==> src/rtl/pc_fetch_unit.sv <==
// Fetch stage: owns the PC, issues word fetches to ins_mem and buffers returned instructions for decode.
// Optional build macro FETCH_MISALIGN_TRAP_EN adds a TRAP state and the fetch_misalign output.
module pc_fetch_unit #(
    parameter int              XLEN       = 32,
    parameter logic [XLEN-1:0] RESET_PC   = '0,
    parameter int              FIFO_DEPTH = 2
) (
    input  logic            clk,
    input  logic            rst,
    input  logic            halt,
    input  logic            redirect_valid,
    input  logic [XLEN-1:0] redirect_pc,
    output logic            imem_req,
    output logic [XLEN-1:0] imem_addr,
    input  logic [XLEN-1:0] imem_rdata,
    output logic            inst_valid,
    input  logic            inst_ready,
    output logic [XLEN-1:0] inst_data,
    output logic [XLEN-1:0] inst_pc
`ifdef FETCH_MISALIGN_TRAP_EN
    ,
    output logic            fetch_misalign
`endif
);
    localparam int PW = (FIFO_DEPTH > 1) ? $clog2(FIFO_DEPTH) : 1;
    localparam int CW = $clog2(FIFO_DEPTH + 1);
    localparam logic [CW:0]   DEPTH_C  = (CW+1)'(FIFO_DEPTH);
    localparam logic [PW-1:0] LAST_PTR = PW'(FIFO_DEPTH - 1);

    localparam logic [1:0] RUN    = 2'd0;
    localparam logic [1:0] HALTED = 2'd1;
    localparam logic [1:0] FLUSH  = 2'd2;
`ifdef FETCH_MISALIGN_TRAP_EN
    localparam logic [1:0] TRAP   = 2'd3;
`endif

    logic [1:0]      state;
    logic [1:0]      next_state;
    logic [XLEN-1:0] pc;
    logic            epoch;
    logic            vld_p1;
    logic            epoch_p1;
    logic [XLEN-1:0] pc_p1;
    logic [XLEN-1:0] mem_data [FIFO_DEPTH];
    logic [XLEN-1:0] mem_pc   [FIFO_DEPTH];
    logic [PW-1:0]   rd_ptr;
    logic [PW-1:0]   wr_ptr;
    logic [CW-1:0]   count;
    logic            pop;
    logic            push;
    logic [CW:0]     credit;

    function automatic logic [PW-1:0] ptr_inc(input logic [PW-1:0] p);
        return (p == LAST_PTR) ? '0 : p + 1'b1;
    endfunction

    // Credit counts buffered + in-flight entries, minus the one decode takes this cycle
    always_comb begin
        inst_valid = (count != '0);
        pop        = inst_valid & inst_ready;
        credit     = {1'b0, count} + (CW+1)'(vld_p1) - (CW+1)'(pop);
        imem_req   = !rst && (state == RUN) && !halt && !redirect_valid && (credit < DEPTH_C);
        imem_addr  = {pc[XLEN-1:2], 2'b00};
        push       = vld_p1 && (epoch_p1 == epoch) && !redirect_valid;
        inst_data  = inst_valid ? mem_data[rd_ptr] : '0;
        inst_pc    = inst_valid ? mem_pc[rd_ptr]   : '0;
    end

    always_comb begin
        next_state = state;
        case (state)
            RUN:    if (halt) next_state = HALTED;
            HALTED: if (!halt) next_state = RUN;
            FLUSH: begin
                next_state = halt ? HALTED : RUN;
`ifdef FETCH_MISALIGN_TRAP_EN
                if (pc[1:0] != 2'b00) next_state = TRAP;
`endif
            end
            default: next_state = state;
        endcase
        if (redirect_valid) next_state = FLUSH;
    end

`ifdef FETCH_MISALIGN_TRAP_EN
    assign fetch_misalign = (state == TRAP);
`endif

    // Stage p0 -> p1: issue bookkeeping and FIFO control
    always_ff @(posedge clk) begin
        if (rst) begin
            state    <= RUN;
            pc       <= RESET_PC;
            epoch    <= 1'b0;
            vld_p1   <= 1'b0;
            epoch_p1 <= 1'b0;
            rd_ptr   <= '0;
            wr_ptr   <= '0;
            count    <= '0;
        end else begin
            state    <= next_state;
            vld_p1   <= imem_req;
            epoch_p1 <= epoch;
            if (redirect_valid) begin
                pc     <= redirect_pc;
                epoch  <= ~epoch;
                rd_ptr <= '0;
                wr_ptr <= '0;
                count  <= '0;
            end else begin
                if (imem_req) pc <= pc + XLEN'(4);
                if (push) wr_ptr <= ptr_inc(wr_ptr);
                if (pop)  rd_ptr <= ptr_inc(rd_ptr);
                count <= count + CW'(push) - CW'(pop);
            end
        end
    end

    // Stage p1: response capture into the instruction buffer
    always_ff @(posedge clk) begin
        pc_p1 <= pc;
        if (push) begin
            mem_data[wr_ptr] <= imem_rdata;
            mem_pc[wr_ptr]   <= pc_p1;
        end
    end
endmodule

==> config.mk <==
export PLATFORM = sky130hd
export DESIGN_NAME = pc_fetch_unit
export DESIGN_NICKNAME = d
export VERILOG_FILES = /design/src/rtl/pc_fetch_unit.sv
export SDC_FILE = /design/constraint.sdc
export NUM_CORES = 1
export LEC_CHECK = 0
export BUFFER_PORTS_ARGS = -buffer_cell sky130_fd_sc_hd__buf_2
export CORE_AREA = 2 2 120 122
export CTS_BUF_LIST = sky130_fd_sc_hd__clkbuf_8
export DETAILED_ROUTE_END_ITERATION = 10
export DIE_AREA = 0 0 122 124
export GPL_TIMING_DRIVEN = 0
export PLACE_DENSITY = 0.84
export SLEW_MARGIN = 15
export SYNTH_ARGS = -nofsm -noshare
export SYNTH_HDL_FRONTEND = slang
export SYNTH_SLANG_ARGS = --single-unit
==> constraint.sdc <==
create_clock -name clk -period 12.5 [get_ports clk]
set_input_delay 0.625 -clock clk [delete_from_list [all_inputs] [get_ports clk]]
set_output_delay 0.625 -clock clk [all_outputs]
set_load 0.01 [all_outputs]
==> run summary <==
================================================================================
Crit. End Element                                                   primary output
Routed wire length                                                      17400 um
Wire length of the first global-routing pass                            26400 um
Result of the run                                                   finished clean
Count of standard-cell rows                                                   43
Final period utilization                                                   28.3%
Final ANT Viol Nets                                                            0
Die Width                                                                 122 um
Peak Freq                                                                282 MHz
Vias per cell                                                               5.40
Number of antenna violations at the first check in global routing              1
PD cells                                                              133 nW/um2
Count of cells resized by post-cts repair                                      0
Hold bufs inserted after CTS                                                   0
Drt initial violations                                                       458
Slowest stage cell on the critical path                                  dfxtp_1
CTS Buf Count                                                                 30
Post-Place Cell Area                                                    9140 um2
Vias in the first global route                                              5485
Combinational power share                                                   5.5%
Seq cells post-synth                                                         202
Count of flip-flops with a built-in enable after synthesis                   128
Slew headroom                                                              46.7%
Summed area of non-filler cells in the final layout                     9710 um2
Router iterations before antenna repair                                        5
Tightest Pin Transition                                                 0.797 ns
Maximum clock path buffer count                                                3
Most used cell along the critical path                                     buf_2
Post-synthesis async set-or-reset flop share                                  0%
Core box area                                                          13700 um2
Pin count of the biggest net entering global routing                          38
Most used cells in the layout excluding fill and tap cells          164 x buf_2, 128 x edfxtp_1, 92 x nor2_1
Post-CTS setup buffer count                                                    0
Highest ir drop seen on vdd                                              92.1 uV
Most instantiated flip-flop cell in the synthesis netlist               edfxtp_1
Overall via count from detail_route                                         5565
IO Pins                                                                      167
Utilization after layout                                                   70.8%
Area of the die                                                        15100 um2
Initial cell density of the core                                           58.5%
Sw Pwr                                                                    282 uW
Synth-to-Final Area Change                                                 20.9%
Final Skew                                                             0.0175 ns
Maximum level of the CTS H-tree                                                1
Data required time at the worst endpoint                                11.88 ns
DP Wirelength                                                           12100 um
CP max stage delay                                                       0.45 ns
Final hold violation count                                                     0
Netlist area before placement                                           8030 um2
CTS root buf                                                            clkbuf_8
Total global routing track utilization                                     22.3%
Sequential group share of total power                                      57.3%
Category of the most critical setup path                            register to primary output
Worst Path Arrival                                                       2.92 ns
Number of endpoints failing setup at the final stage                           0
Max-cap viol count                                                             0
Type of element launching the critical path                             register
Clock-pin slew on the worst setup and hold paths                         0.06 ns
Post-synthesis instance total                                                627
Sequential element share of the synthesized area                           66.3%
Sum of negative setup slack                                                 0 ns
Last weighted congestion value of the routability-driven placer            0.900
Cell Chain, Critical Path                                           and3b_1, o21ai_0, fa_1, xor2_1, or3_4, clkinv_2, buf_2, buf_2
Avg WL per Cell                                                          16.9 um
Setup slack, reg-to-reg                                                  9.69 ns
Fraction of layout cells with a size suffix above 1                        30.0%
Clock insertion delay at the later pin of the skew report                0.53 ns
Portion of total power attributed to the clock network                     37.2%
Cell family with the largest share of critical-path delay           simple AND/OR/NAND/NOR gates
Cell internal pwr                                                        1.01 mW
Switching Fraction                                                         21.8%
I/O Buffers                                                                  163
Static leakage                                                           3.83 nW
Sinks on Clock Net                                                           202
Distinct cells, synth                                                         58
Final-stage net count                                                        901
Final critical-path required period                                      3.54 ns
Max FO, Critical Path                                                         10
Path class of the lowest-slack min-delay path                       primary input to register
Max-slew violation count                                                       0
Unrepaired setup endpoints after global routing                            false
Crit path buf inv count                                                        3
DRC violation count after routing                                              0
Leading cell type in the layout, fill and taps excluded                    buf_2
Avg Inst Size Synth                                                     12.8 um2
YS warnings                                                                    0
Global route overflow                                                          0
CTS tree                                                                   built
Die Y-Extent                                                              124 um
================================================================================
==> flip-flops by register name (all words and copies together), names as in the netlist, named ones only <==
name	count
wr_ptr	1
state	2
rd_ptr	1
vld_p1	1
count	2
epoch_p1	1
epoch	1
mem_data	64
pc	32
pc_p1	32
mem_pc	64
==> kinds of logic (layout without fill, tap and decap cells) <==
group	Yosys count	in the layout	synth area share [%]
buf+inv	75	296	5.41
mux	67	67	8.35
fa+ha+maj	6	6	1.03
flops	202	202	66.3
xor+xnor	17	17	1.85
simple gates	195	195	11.6
other cells	1	3	0.0467
compound gates	64	64	5.36
==> synthesized netlist by cell type, types with 2 or more instances <==
| master | instances | area share (%) |
|---|---|---|
| buf_1 | 10 | 0.47 |
| dfxtp_1 | 74 | 18 |
| buf_6 | 4 | 0.56 |
| o311ai_0 | 2 | 0.22 |
| xnor2_1 | 6 | 0.65 |
| nor3_1 | 7 | 0.44 |
| nor2_1 | 92 | 4.3 |
| and3_1 | 6 | 0.47 |
| ha_1 | 5 | 0.78 |
| nor3_2 | 2 | 0.25 |
| or4_1 | 3 | 0.28 |
| o21ai_1 | 2 | 0.12 |
| clkbuf_1 | 15 | 0.70 |
| a211oi_1 | 3 | 0.28 |
| or3_1 | 5 | 0.39 |
| nand3b_1 | 3 | 0.28 |
| nor4_2 | 2 | 0.31 |
| nand2_1 | 31 | 1.4 |
| a21oi_1 | 10 | 0.62 |
| edfxtp_1 | 128 | 48 |
| nand3_1 | 13 | 0.81 |
| a31oi_1 | 9 | 0.70 |
| xor2_1 | 11 | 1.2 |
| o211ai_1 | 6 | 0.56 |
| o21ai_0 | 14 | 0.87 |
| a32oi_1 | 2 | 0.22 |
| nor4_1 | 2 | 0.16 |
| inv_1 | 11 | 0.51 |
| nand4_1 | 12 | 0.94 |
| mux2i_1 | 67 | 8.4 |
| nor2b_1 | 5 | 0.39 |
| o22ai_1 | 2 | 0.16 |
| a221oi_1 | 3 | 0.33 |
| buf_4 | 32 | 3.0 |
| a22oi_1 | 2 | 0.19 |
| and2_1 | 3 | 0.23 |
| or2_2 | 2 | 0.16 |
==> layer usage <==
layer / share of wire (%) / GRT usage, %
met5: 0 / 0
met2: 51 / 40.0
met1: 38 / 26.4
met3: 8.4 / 4.30
met4: 2.8 / 9.12
==> power groups by stage <==
stage,clock network (mW),registers [mW],logic (mW)
final,0.482,0.742,0.0715
after global routing,0.523,0.744,0.0779
after CTS,0.493,0.742,0.0714
after detailed placement,0,0.756,0.0710
after global placement,0,0.755,0.0678
after floorplan,0,0.751,0.0407
==> area by class of cell <==
cell class	instances	area (um2)
Clock inverter	20	82.6
Buffer	62	384
Sequential cell	202	5330
Timing Repair Buffer	166	876
Antenna cell	1	2.50
Tap cell	180	225
Inverter	13	50.0
Clock buffer	35	482
Fill cell	955	4010
Multi-Input combinational cell	351	2280
==> metrics by stage <==
step | hold WS (ns) | setup slack [ns] | instances | power, mW
6_report | 0.286 | 8.96 | 1030 | 1.30
5_1_grt | 0.265 | 8.81 | 1030 | 1.35
4_1_cts | 0.262 | 8.93 | 1029 | 1.31
3_5_place_dp | 0.340 | 9.25 | 974 | 0.827
3_3_place_gp | 0.342 | 6.25 | 971 | 0.823
2_1_floorplan | 0.330 | 8.06 | 628 | 0.792
==> worst paths after layout <==
kind,from,end,depth (start not counted)
setup / recovery,count[1],imem_req,8
hold / removal,imem_rdata[16],mem_data[1][16],1
setup reg to reg,count[1],pc[17],9
hold reg to reg,pc[0],pc_p1[0],0
No activity file was read; power rests on OpenSTA's default activity.
